--- config.mk ---
export PLATFORM = sky130hd
export DESIGN_NAME = lane_wb_buffer
export DESIGN_NICKNAME = d
export VERILOG_FILES = /design/src/rtl/lane_wb_buffer.sv
export SDC_FILE = /design/constraint.sdc
export NUM_CORES = 1
export LEC_CHECK = 0
export BUFFER_PORTS_ARGS = -buffer_cell sky130_fd_sc_hd__clkbuf_2
export CELL_PAD_IN_SITES_DETAIL_PLACEMENT = 1
export CELL_PAD_IN_SITES_GLOBAL_PLACEMENT = 2
export CORE_ASPECT_RATIO = 0.7
export CORE_MARGIN = 2
export CORE_UTILIZATION = 40
export CTS_BUF_LIST = sky130_fd_sc_hd__clkbuf_4
export CTS_CLUSTER_SIZE = 20
export DETAILED_ROUTE_END_ITERATION = 8
export PLACE_DENSITY = 0.69
export SETUP_SLACK_MARGIN = 0.1
export SYNTH_ARGS = -nofsm -noshare
export SYNTH_HDL_FRONTEND = slang
export SYNTH_SLANG_ARGS = --single-unit
--- constraint.sdc ---
create_clock -name clk -period 9.1 [get_ports clk]
set_clock_uncertainty 0.2 [all_clocks]
set_input_delay 0.455 -clock clk [delete_from_list [all_inputs] [get_ports clk]]
set_output_delay 0.455 -clock clk [all_outputs]
set_load 0.03 [all_outputs]
--- src/rtl/lane_wb_buffer.sv ---
// Write-back buffer between a vector lane and the register file. It queues
// {register, data} results and assigns each one its element slot within the destination register.
module lane_wb_buffer #(
    parameter int  VECTOR_REG_WIDTH  = 64,
    parameter int  NUM_OF_VECTOR_REG = 32,
    parameter int  DEPTH             = 4,
    parameter int  VLEN              = 8,
    localparam int REG_AW            = $clog2(NUM_OF_VECTOR_REG),
    localparam int ELEM_W            = $clog2(VLEN)
) (
    input  logic                        clk,
    input  logic                        reset,
    input  logic                        result_vld,
    input  logic [REG_AW-1:0]           vec_reg_in,
    input  logic [VECTOR_REG_WIDTH-1:0] data_in,
    output logic                        wb_full_lane,
    output logic                        rf_wr_en,
    output logic [REG_AW-1:0]           rf_wr_addr,
    output logic [ELEM_W-1:0]           rf_wr_elem,
    output logic [VECTOR_REG_WIDTH-1:0] rf_wr_data,
    input  logic                        rf_wr_ready,
    output logic                        reg_done,
    output logic                        overflow_err
);

    localparam int PTR_W = $clog2(DEPTH);
    localparam int CNT_W = $clog2(DEPTH + 1);

    localparam logic [CNT_W-1:0]  FULL_CNT   = CNT_W'(DEPTH);
    localparam logic [CNT_W-1:0]  ALMOST_CNT = CNT_W'(DEPTH - 1);
    localparam logic [ELEM_W-1:0] LAST_ELEM  = ELEM_W'(VLEN - 1);

    // Entry storage; contents are don't-care after reset, so no reset on the arrays.
    logic [REG_AW-1:0]           reg_mem  [DEPTH];
    logic [VECTOR_REG_WIDTH-1:0] data_mem [DEPTH];

    logic [PTR_W-1:0]  wr_ptr_reg,    wr_ptr_next;
    logic [PTR_W-1:0]  rd_ptr_reg,    rd_ptr_next;
    logic [CNT_W-1:0]  count_reg,     count_next;
    logic [ELEM_W-1:0] elem_cnt_reg,  elem_cnt_next;
    logic [REG_AW-1:0] last_reg_reg,  last_reg_next;
    logic              wb_full_reg,   wb_full_next;
    logic              reg_done_reg,  reg_done_next;
    logic              overflow_reg,  overflow_next;

    logic              head_valid;
    logic              pop;
    logic              push;
    logic              reg_switch;
    logic [REG_AW-1:0] head_reg;
    logic [ELEM_W-1:0] write_elem;

    assign head_valid = (count_reg != '0);
    assign head_reg   = reg_mem[rd_ptr_reg];
    assign pop        = head_valid && rf_wr_ready;
    // A full buffer still accepts a result when the head retires on the same edge.
    assign push       = result_vld && ((count_reg != FULL_CNT) || pop);

    // A new destination register mid-count restarts that register at element 0.
    assign reg_switch = (head_reg != last_reg_reg) && (elem_cnt_reg != '0);
    assign write_elem = reg_switch ? '0 : elem_cnt_reg;

    always_comb begin
        wr_ptr_next   = wr_ptr_reg;
        rd_ptr_next   = rd_ptr_reg;
        count_next    = count_reg;
        elem_cnt_next = elem_cnt_reg;
        last_reg_next = last_reg_reg;
        overflow_next = overflow_reg;
        reg_done_next = 1'b0;

        if (push) begin
            wr_ptr_next = wr_ptr_reg + 1'b1;
        end

        if (pop) begin
            rd_ptr_next   = rd_ptr_reg + 1'b1;
            last_reg_next = head_reg;
            reg_done_next = (write_elem == LAST_ELEM);
            elem_cnt_next = (write_elem == LAST_ELEM) ? '0 : write_elem + 1'b1;
        end

        unique case ({push, pop})
            2'b10:   count_next = count_reg + 1'b1;
            2'b01:   count_next = count_reg - 1'b1;
            default: count_next = count_reg;
        endcase

        if (result_vld && !push) begin
            overflow_next = 1'b1;
        end

        // Asserted one slot early so a result already in flight from the lane still fits.
        wb_full_next = (count_next >= ALMOST_CNT);
    end

    always_ff @(posedge clk or posedge reset) begin
        if (reset) begin
            wr_ptr_reg   <= '0;
            rd_ptr_reg   <= '0;
            count_reg    <= '0;
            elem_cnt_reg <= '0;
            last_reg_reg <= '0;
            wb_full_reg  <= 1'b0;
            reg_done_reg <= 1'b0;
            overflow_reg <= 1'b0;
        end else begin
            wr_ptr_reg   <= wr_ptr_next;
            rd_ptr_reg   <= rd_ptr_next;
            count_reg    <= count_next;
            elem_cnt_reg <= elem_cnt_next;
            last_reg_reg <= last_reg_next;
            wb_full_reg  <= wb_full_next;
            reg_done_reg <= reg_done_next;
            overflow_reg <= overflow_next;
        end
    end

    always_ff @(posedge clk) begin
        if (push) begin
            reg_mem[wr_ptr_reg]  <= vec_reg_in;
            data_mem[wr_ptr_reg] <= data_in;
        end
    end

    assign rf_wr_en     = head_valid;
    assign rf_wr_addr   = head_reg;
    assign rf_wr_data   = data_mem[rd_ptr_reg];
    assign rf_wr_elem   = write_elem;
    assign wb_full_lane = wb_full_reg;
    assign reg_done     = reg_done_reg;
    assign overflow_err = overflow_reg;

endmodule

* Yosys cells after proc, flatten, opt, wreduce, memory -nomap -nowiden
Memory sizes are Yosys's and may differ from the RTL's.
Cells that the tools add are included.
** Word-level totals
- Bits in registers :: 18
- RAM bits :: 276
- Input bits :: 73
- Output and inout bits :: 76
- Word-level logic and storage cells :: 35
- Memories kept :: 2
** Operators by class
- Add/sub/neg operators :: 5
- Magnitude comparators :: 1
- Equality and inequality tests :: 5
- Muxes and demuxes :: 6
- Reduce and logical (&&, ||, !) cells :: 8
** Memory list
- data_mem :: words 4, width 64, rd ports 1, clocked after memory_dff 0, write ports 1, line 35 : logic [VECTOR_REG_WIDTH-1:0] data_mem [DEPTH];
- reg_mem :: words 4, width 5, rd ports 1, clocked after memory_dff 0, write ports 1, line 34 : logic [REG_AW-1:0] reg_mem [DEPTH];
** Operators by type and width (number)
- $add A3 B1 Y3 const B :: 2
- $mux W3 :: 2
- $pmux W3 S2 :: 1
- $reduce_bool A3 Y1 :: 2
- $ne A5 B5 Y1 :: 1
- $add A2 B1 Y2 const B :: 2
- $logic_and A1 B1 Y1 :: 4
- $eq A3 B3 Y1 const B :: 1
- $ge A3 B2 Y1 const B :: 1
- $mux W1 :: 3
- $ne A3 B3 Y1 const B :: 1
- $sub A3 B1 Y3 const B :: 1
- $eq A2 B1 Y1 const B :: 1
- $eq A2 B2 Y1 const B :: 1
- $logic_not A1 Y1 :: 1
- $logic_or A1 B1 Y1 :: 1

* Longest topological paths before layout
Gate-level depths: netlist (run 1).
- Word-level depth :: 7
- Depth in mapped cells :: 9
- Mapped depth without buffers :: 8

* Least setup slack after synthesis (run 1)
No wires, ideal clock.
- Path type :: in2reg
- Start point :: input port rf_wr_ready
- End point :: memory data_mem[0][0] (enable)
- Library setup time :: 0.435 ns
- Arrival time :: 2.678 ns
- Required time :: 8.465 ns
- Path slack :: 5.788 ns
- Cell stages on the path :: 5
- Buffers on the path :: 2
- Cells stage by stage :: buf_2 > nor4b_1 > nor2b_1 > clkbuf_1 > and2_1
** Between the ends
- Longest elaborated chain between the ends :: 5
** Ends and longest elaborated chain
- start, declared :: line 21 : input logic rf_wr_ready,
- $logic_and A1 B1 Y1 :: line 55 : assign pop = head_valid && rf_wr_ready;
- $logic_or A1 B1 Y1 :: line 57 : assign push = result_vld && ((count_reg != FULL_CNT) || pop);
- $logic_and A1 B1 Y1 :: line 57
- $mux W1 :: line 120 : if (push) begin
- $mux W1 (not written as such) :: line 122 : data_mem[wr_ptr_reg] <= data_in;
- end, declared :: line 35
Every way passes these cells.

* Worst setup path in the final report (run 1)
- Start point :: register rd_ptr_reg[0]
- End point :: output port rf_wr_elem[0]
** Between the ends
- Longest elaborated chain between the ends :: 4
** Ends and longest elaborated chain
- start, declared :: line 38 : logic [PTR_W-1:0] rd_ptr_reg, rd_ptr_next;
- start signal, assigned :: line 109 : rd_ptr_reg <= rd_ptr_next;
- $mem_v2 Z4 W5
- $ne A5 B5 Y1 :: line 60 : assign reg_switch = (head_reg != last_reg_reg) && (elem_cnt_reg != '0);
- $logic_and A1 B1 Y1 :: line 60
- $mux W3 :: line 61 : assign write_elem = reg_switch ? '0 : elem_cnt_reg;
- end, declared :: line 19 : output logic [ELEM_W-1:0] rf_wr_elem,
Every way passes these cells.

==> results.py, run 1 <==
metrics = {
    "outcome": {
        "outcome": "completed",
    },
    "clocking": {
        "clkLatencyLatePin_ps": 650,
        "root_buffer": "clkbuf_4",
        "hold_buffers": 72,
        "cts_made_buffers": 73,
        "cts_tree": "done",
        "clockBufferDepth": 3,
        "cts_resized": 0,
        "h-tree-depth": 3,
        "clock-sinks": 294,
        "clk_pin_slew_worst_paths_ps": 70,
        "cts_setup_buffers": 0,
    },
    "finish": {
        "area_growth_pct": 24.69,
        "regArea_um2": 8746,
        "multi_input_comb_area_um2": 2130,
        "largest_reg_flops": 256,
        "final_net_count": 827,
        "drive_above_1_share": 0.4392,
        "fill_cells": 2530,
        "final_area_um2": 13700,
        "fin_cells": 1156,
    },
    "grt": {
        "grt-ovfl-total": 0,
        "grtUsageTotal": 0.1672,
        "first_global_vias": 6601,
        "grt_start_max_net_pins": 70,
        "grt_pass1_wl_mm": 36.20,
        "antenna_found_initial": 2,
    },
    "sta": {
        "hold-worst-slack_ps": 259.8,
        "setup_tns_ps": 0,
        "finalHoldViolCount": 0,
        "tightest_slew_ps": 1087,
        "fin_crit_ps": 4381,
        "post-route-period-util": 0.4814,
        "rsz0062_at_grt": "no",
        "layout_setup_ws_ps": 4719,
        "fmax_ghz": 0.2283,
        "slew_violations": 0,
        "setup_viol": 0,
        "slew_headroom": 0.2754,
    },
    "synth": {
        "synth_top_area_share": 0.7543,
        "synthDistinctLibCells": 36,
        "seq_area_frac_synth": 0.7953,
        "netlist_area_um2": 10990,
        "synth_edf_count": 276,
        "synth_area_leader_cell": "edfxtp_1",
        "synthArstFlopShare": 0.06122,
        "synthCells": 469,
        "synth_area_leaders": "edfxtp_1 (75%), mux4_2 (14%), dfrtp_1 (4.1%)",
        "ys.warnings.count": 0,
        "synth_nets": 549,
        "ys_ff_latch": 294,
        "avgSynthCellArea_um2": 23.43,
        "synth_ff_type": "edfxtp_1",
    },
    "floorplan": {
        "pin_count": 149,
        "start_util": 0.4085,
        "die_h_um": 142.7,
        "core-area_um2": 26900,
        "die_w_um": 202.1,
        "rows": 50,
        "die-area_um2": 28830,
    },
    "placed_design": {
        "dpl_cell_area_um2": 12130,
        "dp_slack_ps": 5257,
        "io_buffers": 148,
        "place_hpwl_mm": 13.32,
        "dpl.cell_count": 964,
        "gp_congestion": 0.7568,
    },
    "setup_path": {
        "arrival_ps": 3730,
        "critPathRequiredTime_ps": 8450,
        "criticalPathCategory": "reg -> out",
        "worst_setup_path_start_kind": "flop",
        "end_kind": "output pin",
        "cp_max_fo": 38,
    },
    "routing": {
        "first_pass_iters": 5,
        "drtIter0Drc": 280,
        "wl_mm": 23.08,
        "drc": 0,
        "wl_per_cell_um": 19.96,
        "viasPerCell": 4.892,
        "vias": 5655,
        "ant_nets": 0,
    },
    "pwr": {
        "ir_drop_mv": 0.1769,
        "leakagePower_uw": 0.004931,
        "powerDensity_nw_per_um2": 331.2,
    },
    "worst_hold_path": {
        "hp-class": "reg -> reg",
    },
    "run": {
        "maxCapViolCount": 0,
    },
}
-- layout make-up --
cell class / count / share of cell area
Timing Repair Buffer: 226 / 0.1100
Multi-Input combinational cell: 149 / 0.1554
Tap cell: 364 / 0.03324
Sequential cell: 294 / 0.6384
Inverter: 3 / 0.0008219
Clock buffer: 107 / 0.05863
Clock inverter: 11 / 0.003196
Antenna cell: 2 / 0.0003653
-- power breakdown --
| part | switching (µW) | internal, µW |
|---|---|---|
| logic | 984 | 586 |
| registers | 161 | 1780 |
| clock network | 491 | 533 |
| total | 1640 | 2900 |
-- path summary, 6_finish.rpt --
check / slack, ps / startpoint / endpoint / cells past startpoint
setup / recovery: 4720 / rd_ptr_reg[0] / rf_wr_elem[0] / 6
hold / removal: 260 / overflow_err / overflow_err / 1
setup reg to reg: 5410 / rd_ptr_reg[0] / elem_cnt_reg[1] / 9
hold reg to reg: 260 / overflow_err / overflow_err / 1
max in group asynchronous: 7830 / reset / rd_ptr_reg[0] / 3
min in group asynchronous: 270 / reset / elem_cnt_reg[2] / 3
-- kinds of logic (layout without fill, tap and decap cells) --
family,Yosys count,after routing,share of synthesized area
xor+xnor,11,11,0.01150
other cells,0,2,0
simple gates,47,47,0.02038
buf+inv,26,347,0.01184
fa+ha+maj,7,7,0.008654
compound gates,13,13,0.008996
flops,294,294,0.7953
mux,71,71,0.1434
-- synth_stat cells, types with 2 or more instances --
| cell | instances |
|---|---|
| mux4_2 | 69 |
| dfrtp_1 | 18 |
| inv_1 | 3 |
| o22a_1 | 2 |
| xnor2_2 | 4 |
| nand2_1 | 25 |
| nor2_1 | 6 |
| nand2b_1 | 3 |
| edfxtp_1 | 276 |
| o21ai_0 | 3 |
| ha_1 | 6 |
| xnor2_1 | 6 |
| o221ai_1 | 2 |
| and2_1 | 5 |
| nor2b_1 | 2 |
| buf_4 | 2 |
| buf_2 | 14 |
| clkbuf_1 | 5 |
-- per-stage QoR --
step	util	power [µW]
floorplan	-	3090
global placement	0.4508	3520
detailed placement	0.4508	3559
CTS	0.5091	4631
global route	0.5093	4790
finish	0.5093	4538
-- critical path, stage by stage (launching register included) --
cell	delay [ps]
dfrtp_4	890
buf_4	760
mux4_2	650
xnor2_2	230
nand2_1	90
nor2_1	190
clkbuf_2	250
-- layer usage --
| layer | share of wire | wire length (µm) | GRT usage | up-vias |
|---|---|---|---|---|
| met5 | 0 | 0 | 0 | - |
| met4 | 0.018 | 411 | 0.06761 | 0 |
| met3 | 0.053 | 1231 | 0.05089 | 36 |
| met2 | 0.49 | 11270 | 0.2778 | 159 |
| met1 | 0.44 | 10160 | 0.2071 | 2923 |
| li1 | - | - | - | 2537 |
-- cell usage in the layout (no fill, tap or decap), types with 4 or more instances in the layout --
cell           synthesis  routed
buf_4                  2       6
clkbuf_2               0     148
nand2_1               25      25
edfxtp_1             276     276
ha_1                   6       6
and2_4                 0       4
clkinv_1               0       7
dfrtp_1               18      16
xnor2_2                4       4
mux4_2                69      69
nor2_1                 6       6
clkbuf_4               0     107
xnor2_1                6       6
dlygate4sd3_1          0      72
No activity file was read; power rests on OpenSTA's default activity.
==> run 2: changes to the inputs <==
- PLACE_DENSITY: 0.69 -> 0.72
- clock period: 9.1 -> 4 ns (I/O delays scaled with it)
==> run 2 against run 1 <==
Compared with the run above: worst hold slack worse by 180 ps; sequential power up 120%; design area up 0.48%; clock power up 130%; register-to-register slack worse by 4200 ps; worst setup slack worse by 4000 ps; sequential share of layout area down 0.31 points; largest power group unchanged; largest cell class unchanged; critical path depth down 1; power up 130%.
==> results.py, run 2 (synthesis results as in run 1) <==
metrics = {
    "clocking": {
        "cts_resized": 0,
        "cts_tree": "done",
        "h-tree-depth": 3,
        "clock-sinks": 294,
        "clockBufferDepth": 3,
        "clkLatencyLatePin_ps": 670,
        "cts_made_buffers": 71,
        "clk_pin_slew_worst_paths_ps": 70,
        "root_buffer": "clkbuf_4",
    },
    "grt": {
        "grt_start_max_net_pins": 54,
        "grt_pass1_wl_mm": 36.06,
        "first_global_vias": 6239,
        "antenna_found_initial": 1,
        "grt-ovfl-total": 0,
        "grtUsageTotal": 0.1690,
    },
    "placed_design": {
        "io_buffers": 148,
        "dp_slack_ps": 1124,
        "dpl.cell_count": 965,
        "place_hpwl_mm": 14.00,
        "gp_congestion": 0.7334,
    },
    "floorplan": {
        "rows": 50,
        "start_util": 0.4085,
        "die-area_um2": 28830,
        "die_w_um": 202.1,
        "core-area_um2": 26900,
        "die_h_um": 142.7,
        "pin_count": 149,
    },
    "setup_path": {
        "criticalPathCategory": "reg -> out",
        "worst-path-stages": 5,
        "cp_max_fo": 25,
        "arrival_ps": 2870,
        "max_stage_delay_ps": 780,
        "end_kind": "output pin",
        "cp_top_family": "flip-flops",
        "r2r_cells": 8,
        "worst_setup_path_start_kind": "flop",
        "critPathBufInv": 1,
        "cp_cell_sequence": "mux4_2 > xnor2_1 > nand4_2 > nor2_1 > clkbuf_2",
        "cp_slowest_cell": "dfrtp_4",
        "critPathRequiredTime_ps": 3600,
    },
    "finish": {
        "mostFrequentLayoutCell": "edfxtp_1",
        "final_net_count": 828,
        "multi_input_comb_area_um2": 2130,
        "regArea_um2": 8746,
        "drive_above_1_share": 0.4311,
        "fill_cells": 2535,
        "fin_cells": 1156,
        "final_util": 0.5118,
        "final_cell_mix": "edfxtp_1 (276), clkbuf_2 (148), clkbuf_4 (95)",
        "largest_reg_flops": 256,
        "area_growth_pct": 25.29,
    },
    "sta": {
        "finalHoldViolCount": 0,
        "slew_violations": 0,
        "setup_viol": 0,
        "layout_setup_ws_ps": 727.8,
        "fin_crit_ps": 3272,
        "setup_tns_ps": 0,
        "fmax_ghz": 0.3056,
        "slew_headroom": 0.4574,
        "tightest_slew_ps": 813.8,
        "hold-worst-slack_ps": 82.97,
        "rsz0062_at_grt": "no",
        "post-route-period-util": 0.8181,
    },
    "routing": {
        "wl_per_cell_um": 20.49,
        "ant_nets": 0,
        "viasPerCell": 4.943,
        "first_pass_iters": 4,
        "drc": 0,
        "wl_mm": 23.68,
        "drtIter0Drc": 287,
        "vias": 5714,
    },
    "worst_hold_path": {
        "hold_depth": 2,
        "hp-class": "in -> reg",
    },
    "pwr": {
        "ir_drop_mv": 0.3926,
        "leakagePower_uw": 0.004942,
        "powerDensity_nw_per_um2": 755.4,
    },
    "outcome": {
        "outcome": "completed",
    },
    "run": {
        "maxCapViolCount": 0,
    },
}
-- run 2: cell type report --
class / count / area share
sequential: 294 / 0.6353
multi-input combinational: 149 / 0.1547
timing repair buffer: 229 / 0.1160
clock buffer: 95 / 0.05180
tap: 364 / 0.03308
clock inverter: 21 / 0.008180
inverter: 3 / 0.0008180
antenna: 1 / 0.0001818
-- run 2: worst paths after layout --
path                            startpoint  slack (ps)               to
max                          rd_ptr_reg[0]         730    rf_wr_elem[0]
min                            data_in[30]          80  data_mem[0][30]
max reg2reg                  rd_ptr_reg[0]        1170  elem_cnt_reg[2]
min reg2reg                elem_cnt_reg[2]         290  elem_cnt_reg[2]
max in group asynchronous            reset        2540    rd_ptr_reg[1]
min in group asynchronous            reset         530     count_reg[0]
-- run 2: power breakdown --
group,internal [µW],leakage (µW),switching [µW]
Clock,1170,0.000502,1140
Sequential,4050,0.00275,310
Combinational,1390,0.00169,2340
-- run 2: per-layer routing --
layer  wire length [µm]  part of all wire  global-route usage  vias to the layer above
li1                   -                 -                   -                     2544
met2              11570              0.49              0.2726                      211
met1              10040              0.42              0.2206                     2915
met3               1593             0.067             0.04952                       44
met4                487             0.021             0.06185                        0
met5                  0                 0                   0                        -
-- run 2: stage by stage --
stage,area [µm²],total power [µW]
6_report,13770,10400
3_5_place_dp,12200,8172
4_1_cts,13760,10570
3_3_place_gp,12200,8067
2_1_floorplan,10990,7029
5_1_grt,13770,10940
-- run 2: worst reg2reg max path: stages (launching register included) --
cell and delay, ps:
dfrtp_4 780, mux4_2 630, xnor2_1 200, nand4_2 160, nor2_1 200, ha_1 200
ha_1 240, nand2_1 70, nand2_1 50
-- run 2: timing repair --
action                    4_1_cts  5_1_grt
buffers inserted                0        0
hold buffers                   74        0
hold endpoints to repair      311        0
==> run 3: changes to the inputs <==
- clock period: 4 -> 2.83 ns (I/O delays scaled with it)
==> run 3 against run 2 <==
Compared with the run above: first-iteration DRC count rose by 12%; the run now ends with negative setup slack left; critical path depth did not move; flip-flop and latch count did not move; worst setup slack got worse by 740 ps.
==> results.py, run 3 (synthesis results as in run 1) <==
metrics = {
    "clocking": {
        "root_buffer": "clkbuf_4",
        "clock-sinks": 294,
        "cts_tree": "done",
        "clkLatencyLatePin_ps": 700,
        "cts_made_buffers": 74,
        "h-tree-depth": 3,
        "clk_pin_slew_worst_paths_ps": 70,
        "clockBufferDepth": 3,
    },
    "setup_path": {
        "crit_start": "rd_ptr_reg[0]",
        "cp_top_family": "multiplexers",
        "cp_max_fo": 8,
        "worst_setup_path_start_kind": "flop",
        "critPathBufInv": 1,
        "critPathRequiredTime_ps": 2490,
        "arrival_ps": 2500,
        "cp_slowest_cell": "mux4_2",
        "cp_cell_sequence": "mux4_2 > xnor2_2 > nand4_4 > nor2_4 > buf_8",
        "criticalPathCategory": "reg -> out",
        "r2r-start": "rd_ptr_reg[0]",
        "max_stage_delay_ps": 580,
        "end_kind": "output pin",
    },
    "routing": {
        "drc": 0,
        "vias": 6211,
        "drtIter0Drc": 321,
        "first_pass_iters": 4,
        "viasPerCell": 4.941,
        "wl_mm": 27.36,
        "ant_nets": 0,
        "wl_per_cell_um": 21.76,
    },
    "outcome": {
        "violations": "negative setup slack",
        "outcome": "complete, but fails checks",
    },
    "placed_design": {
        "gp_congestion": 0.7175,
        "place_hpwl_mm": 14.09,
        "dp_slack_ps": 314.3,
        "io_buffers": 148,
        "dpl_cell_area_um2": 12280,
    },
    "grt": {
        "grtUsageTotal": 0.1911,
        "grt-ovfl-total": 0,
        "grt_start_max_net_pins": 45,
        "antenna_found_initial": 2,
        "first_global_vias": 6976,
        "grt_pass1_wl_mm": 40.85,
    },
    "floorplan": {
        "rows": 50,
        "die_w_um": 202.1,
        "die-area_um2": 28830,
        "pin_count": 149,
        "die_h_um": 142.7,
        "start_util": 0.4085,
        "core-area_um2": 26900,
    },
    "pwr": {
        "leakagePower_uw": 0.005513,
        "powerDensity_nw_per_um2": 1068,
        "ir_drop_mv": 0.5721,
    },
    "finish": {
        "final_area_um2": 15130,
        "final_net_count": 922,
        "largest_reg_flops": 256,
        "area_growth_pct": 37.71,
        "fill_cells": 2465,
        "mostFrequentLayoutCell": "edfxtp_1",
        "drive_above_1_share": 0.4225,
        "final_cell_mix": "edfxtp_1 (276), dlygate4sd3_1 (139), clkbuf_2 (108)",
    },
    "worst_hold_path": {
        "worstHoldStart": "data_in[62]",
        "hp-class": "in -> reg",
    },
    "sta": {
        "slew_headroom": 0.4951,
        "tightest_slew_ps": 756.5,
        "fmax_ghz": 0.3518,
        "finalHoldViolCount": 0,
        "fin_crit_ps": 2842,
        "layout_setup_ws_ps": -12.42,
        "slew_violations": 0,
        "rsz0062_at_grt": "yes",
        "setup_viol": 3,
        "post-route-period-util": 1.004,
    },
    "run": {
        "maxCapViolCount": 0,
    },
}
==> run 3: final cells by class <==
type / instances / area [µm²] / area share
Sequential cell: 294 / 8746 / 0.5780
Timing Repair Buffer: 320 / 2814 / 0.1860
Multi-Input combinational cell: 149 / 2178 / 0.1440
Clock buffer: 99 / 743.2 / 0.04912
Tap cell: 364 / 455.4 / 0.03010
Clock inverter: 25 / 176.4 / 0.01166
Inverter: 3 / 11.26 / 0.0007442
Antenna cell: 3 / 7.507 / 0.0004961
==> run 3: metrics by stage <==
step | util | cells | hold WS, ps | total power (µW) | setup TNS, ps
after detailed placement | 0.4565 | 972 | 105.0 | 11600 | 0
after global placement | 0.4565 | 972 | 95.65 | 11440 | 0
after CTS | 0.5505 | 1242 | 0.7104 | 15730 | -156.5
after floorplan | - | 469 | -119.9 | 9914 | 0
after global routing | 0.5624 | 1256 | 16.73 | 16920 | -835.5
final | 0.5625 | 1257 | 55.35 | 16170 | -22.38
==> run 3: what timing repair did <==
action | CTS | global route
hold buffers | 138 | 1
endpoints found under the setup margin | 67 | 64
gates resized for setup | 33 | 80
setup buffers | 6 | 6
pin swaps | 4 | 6
gates cloned | 2 | 5
hold endpoints to repair | 312 | 1
==> run 3: layer usage <==
layer  global-route usage  wire length [µm]  vias to the layer above
met5                    0                 8                        -
li1                     -                 -                     2738
met1               0.2437             11520                     3253
met2               0.3160             13870                      169
met3              0.05500              1418                       49
met4              0.06838               544                        2
==> run 3: power by group <==
| group | leakage [µW] | internal, µW | switching (µW) | total (µW) |
|---|---|---|---|---|
| Sequential | 0.00275 | 5730 | 342 | 6070 |
| Clock | 0.000545 | 1900 | 1700 | 3600 |
| Combinational | 0.00222 | 2760 | 3740 | 6500 |
| Total | 0.00551 | 10400 | 5780 | 16200 |
==> run 3: final timing paths <==
check | endpoint | slack, ps | cells after the start
worst max-delay path | rf_wr_elem[0] | -10 | 5
worst min-delay path | data_mem[2][62] | 60 | 2
worst max register to register | elem_cnt_reg[2] | 90 | 10
worst min register to register | elem_cnt_reg[1] | 290 | 2
max in group asynchronous | rd_ptr_reg[1] | 1390 | 4
min in group asynchronous | reg_done | 480 | 4
==> run 3: worst reg2reg max path, stage by stage (launching register included) <==
cell	delay (ps)
dfrtp_4	500
mux4_2	580
xnor2_2	220
nand4_4	180
nor2_4	190
buf_4	120
buf_4	90
ha_1	150
ha_2	260
nand2_1	60
nand2_1	60
